==> src/rtl/gate_test_sequencer.sv <==
// gate_test_sequencer: walks eight fixed vectors through the NOT, NAND and
// flop gate models. It times each response in clock edges and collects
// run-level pass/fail, a per-vector failure mask and the worst latency.
module gate_test_sequencer #(
    parameter int TIMEOUT = 15,
    parameter int LAT_W   = 4
) (
    input  logic             clk,
    input  logic             reset_L,
    input  logic             start,
    input  logic             out_not,
    input  logic             out_nand,
    input  logic             q_flop,
    output logic             in_not,
    output logic             in1_nand,
    output logic             in2_nand,
    output logic             d_flop,
    output logic             busy,
    output logic             done,
    output logic             pass,
    output logic [3:0]       err_count,
    output logic [7:0]       fail_mask,
    output logic [LAT_W-1:0] max_lat
);

    typedef enum logic [1:0] {
        S_IDLE,
        S_APPLY,
        S_WAIT,
        S_DONE
    } state_t;

    // Bit k is the value the checked gate output must reach for vector k:
    // NOT 0->1, 1->0; NAND 00/01/10 -> 1, 11 -> 0; flop D=1 -> 1, D=0 -> 0.
    localparam logic [7:0]       EXPECTED  = 8'b0101_1101;
    localparam logic [2:0]       LAST_IDX  = 3'd7;
    localparam logic [LAT_W-1:0] LAT_LIMIT = LAT_W'(TIMEOUT);
    localparam logic [LAT_W-1:0] LAT_ONE   = LAT_W'(1);

    state_t           r_state;
    state_t           w_nextState;
    logic [2:0]       r_idx;
    logic [LAT_W-1:0] r_lat;
    logic             r_inNot;
    logic             r_in1Nand;
    logic             r_in2Nand;
    logic             r_dFlop;
    logic             r_pass;
    logic [3:0]       r_errCount;
    logic [7:0]       r_failMask;
    logic [LAT_W-1:0] r_maxLat;

    logic             w_observed;
    logic             w_match;
    logic             w_timeout;
    logic             w_resolve;
    logic             w_lastVec;

    // Select which gate output is under test for the current vector.
    always_comb begin
        w_observed = q_flop;
        if (r_idx <= 3'd1) begin
            w_observed = out_not;
        end else if (r_idx <= 3'd5) begin
            w_observed = out_nand;
        end
    end

    // A match wins over the timeout when both happen on the same edge.
    assign w_match   = (w_observed == EXPECTED[r_idx]);
    assign w_timeout = (r_lat == LAT_LIMIT);
    assign w_resolve = (r_state == S_WAIT) && (w_match || w_timeout);
    assign w_lastVec = (r_idx == LAST_IDX);

    // State register.
    always_ff @(posedge clk or negedge reset_L) begin
        if (!reset_L) begin
            r_state <= S_IDLE;
        end else begin
            r_state <= w_nextState;
        end
    end

    // Next-state logic: one APPLY edge, then WAIT until the vector resolves.
    always_comb begin
        w_nextState = r_state;
        case (r_state)
            S_IDLE: begin
                if (start) begin
                    w_nextState = S_APPLY;
                end
            end
            S_APPLY: begin
                w_nextState = S_WAIT;
            end
            S_WAIT: begin
                if (w_resolve) begin
                    w_nextState = w_lastVec ? S_DONE : S_APPLY;
                end
            end
            S_DONE: begin
                w_nextState = S_IDLE;
            end
            default: begin
                w_nextState = S_IDLE;
            end
        endcase
    end

    // Status outputs decoded from the state register only.
    always_comb begin
        busy = 1'b0;
        done = 1'b0;
        case (r_state)
            S_APPLY: busy = 1'b1;
            S_WAIT:  busy = 1'b1;
            S_DONE:  done = 1'b1;
            default: begin
                busy = 1'b0;
                done = 1'b0;
            end
        endcase
    end

    // Stimulus registers; only the gate addressed by the vector changes.
    always_ff @(posedge clk or negedge reset_L) begin
        if (!reset_L) begin
            r_inNot   <= 1'b0;
            r_in1Nand <= 1'b0;
            r_in2Nand <= 1'b0;
            r_dFlop   <= 1'b0;
        end else if (r_state == S_APPLY) begin
            case (r_idx)
                3'd0:    r_inNot <= 1'b0;
                3'd1:    r_inNot <= 1'b1;
                3'd2:    {r_in1Nand, r_in2Nand} <= 2'b00;
                3'd3:    {r_in1Nand, r_in2Nand} <= 2'b01;
                3'd4:    {r_in1Nand, r_in2Nand} <= 2'b10;
                3'd5:    {r_in1Nand, r_in2Nand} <= 2'b11;
                3'd6:    r_dFlop <= 1'b1;
                default: r_dFlop <= 1'b0;
            endcase
        end
    end

    // Vector index and per-vector latency counter.
    always_ff @(posedge clk or negedge reset_L) begin
        if (!reset_L) begin
            r_idx <= 3'd0;
            r_lat <= '0;
        end else begin
            case (r_state)
                S_IDLE: begin
                    if (start) begin
                        r_idx <= 3'd0;
                    end
                end
                S_APPLY: begin
                    r_lat <= LAT_ONE;
                end
                S_WAIT: begin
                    if (w_resolve) begin
                        if (!w_lastVec) begin
                            r_idx <= r_idx + 3'd1;
                        end
                    end else begin
                        r_lat <= r_lat + LAT_ONE;
                    end
                end
                default: begin
                    r_idx <= r_idx;
                end
            endcase
        end
    end

    // Run results; pass is settled on the edge that enters DONE so it is
    // already valid while done is high.
    always_ff @(posedge clk or negedge reset_L) begin
        if (!reset_L) begin
            r_pass     <= 1'b0;
            r_errCount <= 4'd0;
            r_failMask <= 8'h00;
            r_maxLat   <= '0;
        end else if (r_state == S_IDLE) begin
            if (start) begin
                r_pass     <= 1'b0;
                r_errCount <= 4'd0;
                r_failMask <= 8'h00;
                r_maxLat   <= '0;
            end
        end else if (r_state == S_WAIT) begin
            if (w_match) begin
                if (r_lat > r_maxLat) begin
                    r_maxLat <= r_lat;
                end
                if (w_lastVec) begin
                    r_pass <= (r_errCount == 4'd0);
                end
            end else if (w_timeout) begin
                r_failMask[r_idx] <= 1'b1;
                r_errCount        <= r_errCount + 4'd1;
                if (w_lastVec) begin
                    r_pass <= 1'b0;
                end
            end
        end
    end

    assign in_not    = r_inNot;
    assign in1_nand  = r_in1Nand;
    assign in2_nand  = r_in2Nand;
    assign d_flop    = r_dFlop;
    assign pass      = r_pass;
    assign err_count = r_errCount;
    assign fail_mask = r_failMask;
    assign max_lat   = r_maxLat;

endmodule

==> config.mk <==
export PLATFORM = sky130hd
export DESIGN_NAME = gate_test_sequencer
export DESIGN_NICKNAME = d
export VERILOG_FILES = /design/src/rtl/gate_test_sequencer.sv
export SDC_FILE = /design/constraint.sdc
export NUM_CORES = 1
export LEC_CHECK = 0
export BUFFER_PORTS_ARGS = -buffer_cell sky130_fd_sc_hd__buf_2
export CAP_MARGIN = 20
export CORE_ASPECT_RATIO = 0.8
export CORE_MARGIN = 1
export CORE_UTILIZATION = 28
export CTS_CLUSTER_DIAMETER = 120
export CTS_CLUSTER_SIZE = 40
export DETAILED_ROUTE_END_ITERATION = 10
export GPL_TIMING_DRIVEN = 0
export SYNTH_ARGS = -nofsm -noshare
export SYNTH_HDL_FRONTEND = slang
export SYNTH_SLANG_ARGS = --single-unit
==> constraint.sdc <==
create_clock -name clk -period 2.51 [get_ports clk]
set_input_delay 0.1255 -clock clk [delete_from_list [all_inputs] [get_ports clk]]
set_output_delay 0.1255 -clock clk [all_outputs]
set_load 0.005 [all_outputs]
* Yosys cells after proc, flatten, opt, wreduce, memory -nomap -nowiden *
Memory sizes are Yosys's and may differ from the RTL's.
Index checks and enable logic that the tools add are counted.

storage, ports and cells
  memories = 1
  output and inout bits = 23
  bits of input ports = 6
  logic and storage cells = 113
  bits in registers = 30
  ROM bits = 8

memories
  name              depth  bits a word  read ports  clocked after memory_dff  write ports  line  text
  (name not given)  8      1            1           0                         0            70    assign w_match = (w_observed == EXPECTED[r_idx]);

cells by class
  eq/ne operators = 17
  mux-type cells = 42
  add/subtract/negate cells = 3
  magnitude comparators = 5
  reductions and logical operators = 32
  bitwise operators = 2

operators with widths
  operator             number
  $mux 4               10
  $mux 8               5
  $reduce_bool 2->1    9
  $reduce_and 4->1     4
  $mux 1               13
  $eq 3x3->1 const B   4
  $reduce_and 2->1     6
  $reduce_or 2->1      5
  $mux 3               3
  $add 4x1->4 const B  2
  $ne 2x2->1 const B   4
  $or 8x8->8           1
  $pmux 1 s2           4
  $pmux 2 s4           1
  $pmux 4 s2           1
  $eq 3x2->1 const B   2
  $mux 2               3
  $pmux 3 s2           1
  $reduce_or 6->1      1
  $eq 2x2->1 const B   2
  $eq 4x4->1 const B   1
  $gt 4x4->1           1
  $logic_not 4->1      1
  $lt 3x4->1 const B   1
  other kinds (15)     16

* Depth between registers and ports, before layout *
Gate-level depths: netlist of run 1.

  word-level depth = 9
  mapped depth = 8
  depth with buffers taken out = 7

* Worst setup path before layout of run 1 *
No wires, ideal clock.

  path kind = reg2reg
  from = register r_idx[1]
  to = register r_lat[0]
  arrival time = 2.111 ns
  library setup time = 0.125 ns
  path buffers = 1
  path slack = 0.274 ns
  period minus slack after synthesis = 2.236 ns
  required time = 2.385 ns
  cell stages (with the launch flop) = 8
  cell sequence = dfrtp_1 inv_1 ha_1 o21bai_2 mux2i_2 mux2i_1 clkbuf_1 mux2_2

on the way
  word-level cells in the longest chain between the ends = 8
  elaborated cells on any way between the ends = 11
  classes of those cells = order compare (2); eq/ne (2); mux (3); reduce/logical (3); memory (1)

ends and longest elaborated chain
  what                            line  text
  start: declaration              42    logic [2:0] r_idx;
  start signal: assignment        164   r_idx <= r_idx + 3'd1;
  start signal: assignment        171   r_idx <= r_idx;
  $le 3x3->1                      64    end else if (r_idx <= 3'd5) begin
  $mux 1                          64
  $mux 1                          62    if (r_idx <= 3'd1) begin
  $eq 1x1->1 (*)                  70
  $logic_or 1x1->1 (*)            72    assign w_resolve = (r_state == S_WAIT) && (w_match || w_timeout);
  $logic_and 1x1->1 (*)           72
  $ne 2x2->1 (no line) (*)        --
  $reduce_and 2->1 (no line) (*)  --
  end signal: assignment          167   r_lat <= r_lat + LAT_ONE;
  end: declaration                43    logic [LAT_W-1:0] r_lat;

Every way passes the cells marked *; elsewhere a longest branch is shown, timed or not. The select of a mux whose other input is x is not followed.
A chain may end at the register's enable or synchronous reset.

* Worst setup path after layout of run 1 *
Same ends and word-level chain as after synthesis.

==> results of run 1 <==
## sequential cells by signal, indices dropped and copies added (netlist names)
register,count
in_not,1
in2_nand,1
r_lat,4
err_count,4
in1_nand,1
d_flop,1
max_lat,4
fail_mask,8
r_idx,3
r_state,2
pass,1
## stage by stage
stage          cell area (µm²)  setup WS, ns  setup TNS (ns)
2_1_floorplan             1830         0.274               0
3_3_place_gp              2070        -0.118          -0.481
3_5_place_dp              2070       -0.0977          -0.468
4_1_cts                   2210        0.0237               0
5_1_grt                   2220      -0.00860        -0.00860
6_report                  2220        0.0934               0
## worst reg2reg max path: stages, from the launching register on
cell and delay, ns:
dfrtp_2 0.48, inv_1 0.15, ha_2 0.25, o21bai_2 0.17, mux2i_4 0.36, mux2i_2 0.33
buf_4 0.22, mux2_2 0.34
## synth_stat cells (all sizes together)
| cell type | instances |
|---|---|
| or3 | 3 |
| o311ai | 1 |
| mux2i | 10 |
| a211o | 4 |
| ha | 17 |
| o21bai | 1 |
| nor3 | 8 |
| nor2b | 2 |
| inv | 13 |
| nand2b | 3 |
| nand3 | 4 |
| nand2 | 17 |
| or4b | 2 |
| dfrtp | 30 |
| o21ai | 13 |
| a21oi | 7 |
| o22a | 1 |
| mux2 | 1 |
| o211ai | 1 |
| o221ai | 2 |
| a32o | 8 |
| o31ai | 1 |
| buf | 2 |
| o41ai | 1 |
| nor3b | 1 |
| xnor2 | 1 |
| and2 | 1 |
| nand3b | 4 |
| nor2 | 7 |
| and4b | 4 |
| clkbuf | 6 |
| a22o | 3 |
| or2 | 1 |
| nand4 | 4 |
## cells by family after synthesis
logic type / Yosys count
AOI/OAI and AO/OA: 43
xor gates and xnor gates: 1
adders and majority gates: 17
buffers and inverters: 21
DFF: 30
muxes: 11
and+or+nand+nor: 61
## cell type report
type,instances,area (µm²)
Sequential cell,30,752
Clock inverter,1,30.0
Multi-Input combinational cell,133,1020
Buffer,7,38.8
Clock buffer,6,82.6
Inverter,13,48.8
Fill cell,625,3880
Tap cell,81,101
Timing Repair Buffer,29,150
## repair_timing
| item | 4_1_cts | 5_1_grt |
|---|---|---|
| endpoints found under the hold margin | 30 | 0 |
| gates cloned | 0 | 0 |
| gates resized for setup | 4 | 5 |
| endpoints found under the setup margin | 7 | 15 |
| hold buffers | 1 | 0 |
## per-layer routing
layer,track usage,wire length [µm],vias to the layer above
met1,0.199,2210,714
li1,-,-,745
met5,0,0,-
met4,0.0469,60,0
met3,0.0378,221,8
met2,0.185,1690,36
## power breakdown
part / leakage (nW) / switching [W] / internal, W / total (W)
Combinational: 0.623 / 0.000572 / 0.000399 / 0.000971
Sequential: 0.407 / 0.000101 / 0.000569 / 0.000670
Clock: 0.0573 / 0.000183 / 0.000317 / 0.000500
Total: 1.09 / 0.000857 / 0.00128 / 0.00214
## final timing paths
kind                                    from           end  slack (ns)  depth (start not counted)
worst max-delay path                r_idx[1]      r_lat[0]        0.09                          7
worst min register to register  fail_mask[1]  fail_mask[1]        0.48                          1
worst max register to register      r_idx[1]      r_lat[0]        0.09                          7
max in group asynchronous            reset_L      r_idx[1]        1.61                          2
worst min-delay path                   start    r_state[0]        0.38                          5
min in group asynchronous            reset_L      in2_nand        0.41                          2
==> impl_summary.log, run 1 <==
[metrics] clock tree from TritonCTS: done
[metrics] cell chosen for the clock root: clkbuf_8
[metrics] worst endpoint required time: 2.67 ns
[metrics] Worst IR Drop VDD: 0.454 mV
[metrics] complex-gate fraction of the synthesized area: 0.170
[metrics] kind of cell adding the most delay to the critical path: multiplexers
[metrics] path type of the worst min-delay path: input port to flop
[metrics] Placed Cells incl. Taps: 293
[metrics] final period demand of the worst path: 2.42 ns
[metrics] standard cell core area: 6100 µm²
[metrics] clock latency reported for the late side of the worst-skew pair: 0.29 ns
[metrics] Congestion Overflow GR: 0
[metrics] Final Routed Wirelength: 4190 µm
[metrics] overall power: 0.00214 W
[metrics] final worst-path cycle share: 0.963
[metrics] xor/xnor share of the synthesized area: 0.00478
[metrics] Arrival @ worst endpoint: 2.58 ns
[metrics] outcome: finished clean
[metrics] maximum clock insertion buffer count: 2
[metrics] cts bufs inserted: 5
[metrics] initial detailed-routing violation count: 90
[metrics] Post-Synthesis Cells: 184
[metrics] H-tree depth: 2
[metrics] area share of the largest cell type after synthesis: 0.410
[metrics] crit path cell chain: inv_1 -> ha_2 -> o21bai_2 -> mux2i_4 -> mux2i_2 -> buf_4 -> mux2_2
[metrics] nets@finish: 242
[metrics] synth-to-layout area growth: 21.2%
[metrics] element type at the critical path start: flop
[metrics] share of the core filled with cells in the final layout: 0.364
[metrics] Critical Setup Path Class: flop to flop
[metrics] transition time at the pin with the least slew margin: 0.664 ns
[metrics] Worst path max stage delay: 0.48 ns
[metrics] number of hold violations in the final report: 0
[metrics] Mean Syn Cell Area: 9.96 µm²
[metrics] maxcap violations: 0
[metrics] aggregate global-route resource usage: 0.134
[metrics] 1st-pass router iterations: 4
[metrics] count of buffers added by post-CTS timing repair for setup: 0
[metrics] share of layout cells above drive strength 1: 0.219
[metrics] highest net fanout along the worst path: 10
[metrics] Synth cell types: 38
[metrics] clock slew at the register clock pins of the worst setup and hold paths: 0.07 ns
[metrics] synthesis warning total: 0
[metrics] flip-flop and latch count after synthesis: 30
[metrics] proportion of synthesized area in mux cells: 0.0628
[metrics] Final Slew Violations: 0
[metrics] global-route wire length before repair: 7130 µm
[metrics] Via-to-Cell Ratio: 5.01
[metrics] starting density of the core: 0.301
[metrics] slowest stage cell on the critical path: dfrtp_2
[metrics] final weighted congestion in routability-driven placement: 0.751
[metrics] I/O pin count: 29
[metrics] max frequency: 414 MHz
[metrics] number of antenna violations at the first check in global routing: 0
[metrics] vias: 1503
[metrics] syn nets: 207
[metrics] main area contributors after synthesis: dfrtp_1, ha_1, mux2i_1
[metrics] area of the mapped netlist: 1830 µm²
[metrics] number of global-route vias before repair: 1438
[metrics] number of clock sinks seen by CTS: 30
[metrics] x dimension of the die: 92.5 µm
[metrics] power density over the cells: 964 nW/µm²
[metrics] post-synth top area cell: dfrtp_1
[metrics] die area: 6880 µm²
[metrics] non-filler cells, final: 300
[metrics] pin count of the biggest net entering global routing: 31
[metrics] port buffer count: 28
[metrics] overall die height: 74.4 µm
[metrics] antenna diode count: 0
[metrics] area share of and/or/nand/nor cells after synthesis: 0.189
[metrics] setup clock skew after layout: 0.0120 ns
[metrics] reported leakage power: 1.09 nW
[metrics] Final Setup Violations: 0
[metrics] most frequent cells in the layout: buf_2, dfrtp_1, nand2_1
[metrics] share of the yosys chip area belonging to registers: 0.410
[metrics] half-perimeter wire length after placement: 2920 µm
[metrics] remaining antenna violation count: 0
[metrics] relative max-transition margin: 0.545
[metrics] crit path capture type: flop
[metrics] # DRC: 0
[metrics] combinational family with the most area after synthesis: simple AND/OR/NAND/NOR gates
[metrics] standard-cell rows: 25
[metrics] adder-cell area share of the yosys netlist: 0.116
[metrics] minimum hold slack: 0.380 ns
[metrics] wire length per cell after detailed routing: 14.0 µm
[metrics] combined buffer and inverter count along the critical path: 2
No activity file was read; power rests on OpenSTA's default activity.
==> run 2, diff against run 1 <==
ABC_AREA = 1   (was default)
==> impl_summary.log, run 2 <==
[metrics] outcome: finished clean (unchanged)
[metrics] Reg power frac: 0.310 (was 0.313)
[metrics] reported leakage power: 1.19 nW (was 1.09 nW)
[metrics] commonest cells in the synthesized netlist: nand2_1, dfrtp_1, inv_1 (was dfrtp_1, ha_1, nand2_1)
[metrics] Via-to-Cell Ratio: 4.55 (was 5.01)
[metrics] wire length per cell after detailed routing: 11.6 µm (was 14.0 µm)
[metrics] Final Setup Violations: 0 (unchanged)
[metrics] Worst Hold Launch: start (unchanged)
[metrics] cell area after layout: 2310 µm² (was 2220 µm²)
[metrics] area of the multi-input gates: 1060 µm² (was 1020 µm²)
[metrics] element type at the critical path start: flop (unchanged)
[metrics] slack of the worst reg-to-reg path: 0.38 ns (was 0.09 ns)
[metrics] number of cells traversed by the worst hold path: 4 (was 5)
[metrics] number of hold violations in the final report: 0 (unchanged)
[metrics] port buffer count: 28 (unchanged)
[metrics] clock slew at the register clock pins of the worst setup and hold paths: 0.07 ns (about the same)
[metrics] clock latency reported for the late side of the worst-skew pair: 0.29 ns (about the same)
[metrics] remaining antenna violation count: 0 (unchanged)
[metrics] maximum clock insertion buffer count: 2 (unchanged)
[metrics] worst endpoint required time: 2.73 ns (was 2.67 ns)
[metrics] synth-to-layout area growth: 17.7% (was 21.2%)
[metrics] Mean Syn Cell Area: 8.10 µm² (was 9.96 µm²)
[metrics] maxcap violations: 0 (unchanged)
[metrics] count of buffers added by post-CTS timing repair for setup: 0 (unchanged)
[metrics] clock tree from TritonCTS: done (unchanged)
[metrics] Final TNS setup: 0 ns (unchanged)
[metrics] x dimension of the die: 95.5 µm (was 92.5 µm)
[metrics] Switching Fraction: 0.452 (was 0.400)
[metrics] cts bufs inserted: 5 (unchanged)
[metrics] number of clock sinks seen by CTS: 30 (unchanged)
[metrics] final period demand of the worst path: 2.13 ns (was 2.42 ns)
[metrics] Critical Setup Path Class: flop to flop (unchanged)
[metrics] Congestion Overflow GR: 0 (unchanged)
[metrics] I/O pin count: 29 (unchanged)
[metrics] relative max-transition margin: 0.524 (was 0.545)
[metrics] initial detailed-routing violation count: 86 (was 90)
[metrics] nets@finish: 301 (was 242)
[metrics] crit path capture type: flop (unchanged)
[metrics] Post-Synthesis Cells: 242 (was 184)
[metrics] Final Slew Violations: 0 (unchanged)
[metrics] most frequent cells in the layout: nand2_1, dfrtp_1, buf_2 (was buf_2, dfrtp_1, nand2_1)
[metrics] combined buffer and inverter count along the critical path: 4 (was 2)
[metrics] area of the mapped netlist: 1960 µm² (was 1830 µm²)
[metrics] share of the yosys chip area belonging to registers: 0.383 (was 0.410)
[metrics] final worst-path cycle share: 0.848 (was 0.963)
[metrics] share of the core filled with cells in the final layout: 0.351 (was 0.364)
[metrics] final weighted congestion in routability-driven placement: 0.776 (was 0.751)
[metrics] max frequency: 470 MHz (was 414 MHz)
[metrics] # DRC: 0 (unchanged)
[metrics] Register Area: 751 µm² (was 752 µm²)
[metrics] Worst IR Drop VDD: 0.423 mV (was 0.454 mV)
[metrics] post-place instance area: 2200 µm² (was 2070 µm²)
[metrics] sink of the worst hold path: r_state[1] (was r_state[0])
[metrics] transition time at the pin with the least slew margin: 0.714 ns (was 0.664 ns)
[metrics] clock power share: 0.179 (was 0.234)
[metrics] Main synth FF type: dfrtp_1 (unchanged)
[metrics] number of fillers in the final layout: 695 (was 625)
[metrics] syn nets: 265 (was 207)
[metrics] Synth cell types: 26 (was 38)
[metrics] internal portion of total power: 0.00127 W (was 0.00128 W)
[metrics] number of instances resized during post-cts repair: 0 (was 4)
[metrics] EDFF count, synth: 0 (unchanged)
[metrics] portion of total power attributed to combinational logic: 0.511 (was 0.454)
[metrics] share of layout cells above drive strength 1: 0.276 (was 0.219)
[metrics] switching power: 0.00105 W (was 0.000857 W)
[metrics] H-tree depth: 2 (unchanged)
[metrics] highest net fanout along the worst path: 10 (unchanged)
[metrics] critical register-to-register path endpoint: fail_mask[0] (was r_lat[0])
[metrics] kind of cell adding the most delay to the critical path: buffers and inverters (was multiplexers)
[metrics] global-route wire length before repair: 7350 µm (was 7130 µm)
[metrics] Arrival @ worst endpoint: 2.35 ns (was 2.58 ns)
[metrics] pin count of the biggest net entering global routing: 31 (unchanged)
[metrics] flip-flop and latch count after synthesis: 30 (unchanged)
[metrics] worst setup timing slack at the placement stage: 0.361 ns (was -0.0977 ns)
[metrics] number of antenna violations at the first check in global routing: 0 (unchanged)
[metrics] async set-or-reset flop fraction in the synthesized netlist: 1.00 (unchanged)
[metrics] antenna diode count: 0 (unchanged)
[metrics] 1st-pass router iterations: 4 (unchanged)
[metrics] number of flip-flops under the largest register name: 8 (unchanged)
[metrics] die area: 7340 µm² (was 6880 µm²)
[metrics] count of hold-fix buffers inserted at cts: 1 (unchanged)
[metrics] path type of the worst min-delay path: input port to flop (unchanged)
[metrics] most instantiated library cell after synthesis: nand2_1 (was dfrtp_1)
[metrics] commonest non-fill, non-tap cell in the layout: nand2_1
[metrics] setup clock skew after layout: 0.00318 ns (was 0.0120 ns)
[metrics] vias: 1650 (was 1503)
[metrics] cell chosen for the clock root: clkbuf_8 (unchanged)
[metrics] crit path cell chain: inv_1 -> ha_1 -> inv_1 -> clkbuf_1 -> clkbuf_1 -> o21ai_0 -> o21ai_2 (was inv_1 -> ha_2 -> o21bai_2 -> mux2i_4 -> mux2i_2 -> buf_4 -> mux2_2)
[metrics] Final Routed Wirelength: 4200 µm (was 4190 µm)
[metrics] area share of the largest cell type after synthesis: 0.383 (was 0.410)
[metrics] aggregate global-route resource usage: 0.128 (was 0.134)
[metrics] starting density of the core: 0.298 (was 0.301)
[metrics] depth of the worst register-to-register path: 7 (unchanged)
[metrics] slowest stage cell on the critical path: clkbuf_1 (was dfrtp_2)
[metrics] Worst path max stage delay: 0.44 ns (was 0.48 ns)
[metrics] RSZ-0062 raised after global routing: no
[metrics] final worst slack: 0.382 ns (was 0.0934 ns)
[metrics] standard-cell rows: 26 (was 25)
[metrics] number of global-route vias before repair: 1508 (was 1438)
[metrics] post-synth top area cell: dfrtp_1 (unchanged)
[metrics] power density over the cells: 1010 nW/µm² (was 964 nW/µm²)
[metrics] main area contributors after synthesis: dfrtp_1, nand2_1, ha_1 (was dfrtp_1, ha_1, mux2i_1)
[metrics] standard cell core area: 6570 µm² (was 6100 µm²)
[metrics] half-perimeter wire length after placement: 3120 µm (was 2920 µm)
[metrics] synthesis warning total: 0 (unchanged)
[metrics] overall die height: 76.8 µm (was 74.4 µm)
[metrics] Reg-to-Reg Start: r_state[0] (was r_idx[1])
## run 2: worst max-delay path by stage
| stage | startpoint | end | slack, ns | depth (start not counted) |
|---|---|---|---|---|
| after floorplan | r_idx[1] | fail_mask[6] | 0.68 | 13 |
| after global placement | r_state[0] | fail_mask[7] | 0.38 | 7 |
| after detailed placement | r_state[0] | fail_mask[0] | 0.36 | 7 |
| after CTS | r_state[0] | fail_mask[0] | 0.34 | 7 |
| after global routing | r_state[0] | fail_mask[7] | 0.17 | 7 |
| final | r_state[0] | fail_mask[0] | 0.38 | 7 |
## run 2: per-stage QoR
step	total power [W]	instances	hold WS (ns)
after global routing	0.00256	363	0.246
after CTS	0.00236	363	0.210
after global placement	0.00191	354	0.211
after floorplan	0.00160	242	-0.170
after detailed placement	0.00193	354	0.228
final	0.00233	363	0.223
## run 2: logic make-up (layout without fill, tap and decap cells)
family	after synthesis	after routing	synth area share
xor gates and xnor gates	3	3	0.0134
buffers and inverters	32	69	0.0754
adders and majority gates	17	17	0.109
AOI/OAI and AO/OA	42	42	0.135
DFF	30	30	0.383
and+or+nand+nor	118	118	0.285
## run 2: layout make-up
cell class | instances | area share
Clock buffer | 7 | 0.0374
Sequential cell | 30 | 0.326
Inverter | 25 | 0.0407
Tap cell | 84 | 0.0456
Clock inverter | 1 | 0.00217
Multi-Input combinational cell | 180 | 0.460
Timing Repair Buffer | 29 | 0.0651
Buffer | 7 | 0.0233
## run 2: tightest hold or removal path, stage by stage
cell	delay [ns]
buf_2	0.08
or2_2	0.12
nand3_1	0.07
nand2_1	0.07
## run 2: layer usage
metal	wire length, µm	GRT usage
met5	0	0
met4	51	0.0403
met3	223	0.0327
met2	1770	0.178
met1	2150	0.189
## run 2: power groups by stage
| stage | logic (W) | registers, W | clock network (W) |
|---|---|---|---|
| 6_report | 0.00119 | 0.000722 | 0.000416 |
| 5_1_grt | 0.00136 | 0.000743 | 0.000451 |
| 4_1_cts | 0.00121 | 0.000723 | 0.000434 |
| 3_5_place_dp | 0.00120 | 0.000731 | 0 |
| 3_3_place_gp | 0.00118 | 0.000730 | 0 |
| 2_1_floorplan | 0.000875 | 0.000721 | 0 |
==> run 3, diff against run 2 <==
clock period = 1.8 ns   (was 2.51 ns; I/O delays follow)
==> impl_summary.log, run 3 (same netlist as run 2, synthesis figures left out) <==
[metrics] outcome: finished, violations left (was finished clean)
[metrics] violations in the final reports: setup timing
[metrics] maxcap violations: 0 (unchanged)
[metrics] number of antenna violations at the first check in global routing: 0 (unchanged)
[metrics] element type at the critical path start: flop (unchanged)
[metrics] Congestion Overflow GR: 0 (unchanged)
[metrics] wire length per cell after detailed routing: 12.7 µm (was 11.6 µm)
[metrics] number of fillers in the final layout: 662 (was 695)
[metrics] number of cells traversed by the worst hold path: 4 (unchanged)
[metrics] pin count of the biggest net entering global routing: 31 (unchanged)
[metrics] Via-to-Cell Ratio: 4.59 (was 4.55)
[metrics] standard-cell rows: 26 (unchanged)
[metrics] most frequent cells in the layout: nand2_1, dfrtp_1, buf_2 (unchanged)
[metrics] starting density of the core: 0.298 (unchanged)
[metrics] clock tree from TritonCTS: done (unchanged)
[metrics] vias: 1795 (was 1650)
[metrics] synth-to-layout area growth: 39.3% (was 17.7%)
[metrics] antenna diode count: 0 (unchanged)
[metrics] Final Setup Violations: 23 (was 0)
[metrics] number of global-route vias before repair: 1737 (was 1508)
[metrics] final weighted congestion in routability-driven placement: 0.752 (was 0.776)
[metrics] Final Slew Violations: 0 (unchanged)
[metrics] half-perimeter wire length after placement: 3150 µm (was 3120 µm)
[metrics] reported leakage power: 1.38 nW (was 1.19 nW)
[metrics] Final Routed Wirelength: 4960 µm (was 4200 µm)
[metrics] overall die height: 76.8 µm (unchanged)
[metrics] crit path capture type: flop (unchanged)
[metrics] path type of the worst min-delay path: input port to flop (unchanged)
[metrics] Final TNS setup: -1.25 ns (was 0 ns)
[metrics] aggregate global-route resource usage: 0.149 (was 0.128)
[metrics] Worst IR Drop VDD: 0.574 mV (was 0.423 mV)
[metrics] cell chosen for the clock root: clkbuf_8 (unchanged)
[metrics] slack of the worst reg-to-reg path: -0.08 ns (was 0.38 ns)
[metrics] standard cell core area: 6570 µm² (unchanged)
[metrics] remaining antenna violation count: 0 (unchanged)
[metrics] worst endpoint required time: 2.01 ns (was 2.73 ns)
[metrics] 1st-pass router iterations: 4 (unchanged)
[metrics] critical register-to-register path endpoint: err_count[3] (was fail_mask[0])
[metrics] cts bufs inserted: 5 (unchanged)
[metrics] global-route wire length before repair: 8410 µm (was 7350 µm)
[metrics] final period demand of the worst path: 1.88 ns (was 2.13 ns)
[metrics] number of hold violations in the final report: 0 (unchanged)
[metrics] overall power: 0.00402 W (was 0.00233 W)
[metrics] initial detailed-routing violation count: 52 (was 86)
[metrics] I/O pin count: 29 (unchanged)
[metrics] power density over the cells: 1470 nW/µm² (was 1010 nW/µm²)
[metrics] highest net fanout along the worst path: 5 (was 10)
[metrics] die area: 7340 µm² (unchanged)
[metrics] Worst Hold Launch: start (unchanged)
[metrics] number of flip-flops under the largest register name: 8 (unchanged)
[metrics] commonest non-fill, non-tap cell in the layout: nand2_1 (unchanged)
[metrics] transition time at the pin with the least slew margin: 0.704 ns (was 0.714 ns)
[metrics] setup clock skew after layout: 0.00638 ns (was 0.00318 ns)
[metrics] H-tree depth: 2 (unchanged)
[metrics] share of layout cells above drive strength 1: 0.430 (was 0.276)
[metrics] clock latency reported for the late side of the worst-skew pair: 0.28 ns (was 0.29 ns)
[metrics] RSZ-0062 raised after global routing: yes (was no)
[metrics] Reg-to-Reg Start: r_idx[1] (was r_state[0])
[metrics] nets@finish: 329 (was 301)
[metrics] Critical Setup Path Class: flop to flop (unchanged)
[metrics] clock slew at the register clock pins of the worst setup and hold paths: 0.07 ns (about the same)
[metrics] max frequency: 532 MHz (was 470 MHz)
[metrics] depth of the worst register-to-register path: 14 (was 7)
[metrics] maximum clock insertion buffer count: 2 (unchanged)
[metrics] Arrival @ worst endpoint: 2.09 ns (was 2.35 ns)
[metrics] # DRC: 0 (unchanged)
[metrics] port buffer count: 28 (unchanged)
[metrics] relative max-transition margin: 0.531 (was 0.524)
[metrics] sink of the worst hold path: r_state[1] (unchanged)
[metrics] number of clock sinks seen by CTS: 30 (unchanged)
[metrics] x dimension of the die: 95.5 µm (unchanged)
[metrics] final worst slack: -0.0811 ns (was 0.382 ns)
[metrics] final worst-path cycle share: 1.05 (was 0.848)
## run 3: cell count changes in the layout (fill, tap and decap cells not counted), moves of 3 or more
cell      previous run  this run
buf_4                1        23
buf_6                3         7
clkbuf_1             3         0
inv_1               21        17
inv_2                4         7
nand2_1             66        54
nand2_2             12        16
nand2_4              0         8
## run 3: repair_timing
action	in CTS	in global routing
gates resized for setup	32	19
endpoints found under the setup margin	25	27
gates cloned	2	0
hold endpoints to repair	30	0
hold buffers	1	0
buffers inserted	24	4
pin swaps	8	8
## run 3: final cells by class
cell class                 instances  area, µm²  share of cell area
multi-input combinational        180       1190               0.437
tap                               84        105              0.0385
sequential                        30        752               0.276
timing repair buffer              58        427               0.156
clock buffer                       6       82.6              0.0303
clock inverter                     2       12.5             0.00459
buffer                             6       60.1              0.0220
inverter                          25       96.3              0.0353
## run 3: routing by layer
metal,routed length (µm),global-route usage
met1,2390,0.208
met2,2340,0.231
met3,192,0.0337
met4,33,0.0358
met5,0,0
## run 3: critical path, cell delays in order (launching register included)
cell     delay [ns]
dfrtp_2        0.43
inv_2          0.09
ha_4           0.15
inv_4          0.05
nor2_4         0.12
a21oi_2        0.05
nand3_2        0.12
nand2_4        0.07
nand2_4        0.07
nand2_2        0.05
nand2_2        0.08
nand3_4        0.13
buf_6          0.17
buf_12         0.13
o21ai_4        0.11
## run 3: worst max path at each step
| stage | startpoint | depth (start not counted) | to | slack [ns] |
|---|---|---|---|---|
| 2_1_floorplan | r_idx[1] | 13 | fail_mask[6] | 0.04 |
| 3_3_place_gp | r_state[0] | 7 | fail_mask[7] | -0.33 |
| 3_5_place_dp | r_state[0] | 7 | fail_mask[0] | -0.35 |
| 4_1_cts | r_idx[1] | 14 | fail_mask[5] | -0.004 |
| 5_1_grt | r_idx[1] | 14 | fail_mask[0] | -0.20 |
| 6_report | r_idx[1] | 14 | err_count[3] | -0.08 |
## run 3: report_power, final
| group | switching [W] | internal (W) |
|---|---|---|
| sequential | 0.000158 | 0.000847 |
| combinational | 0.00132 | 0.00111 |
| clock | 0.000277 | 0.000307 |
| total | 0.00176 | 0.00227 |
## run 3: through the flow
step,instances,instance area [µm²],util,hold WS [ns],setup slack (ns)
2_1_floorplan,242,1970,-,-0.206,0.0398
3_3_place_gp,354,2220,0.337,0.178,-0.329
3_5_place_dp,354,2220,0.337,0.190,-0.348
4_1_cts,389,2680,0.407,0.168,-0.00410
5_1_grt,391,2730,0.415,0.183,-0.204
6_report,391,2730,0.415,0.171,-0.0811
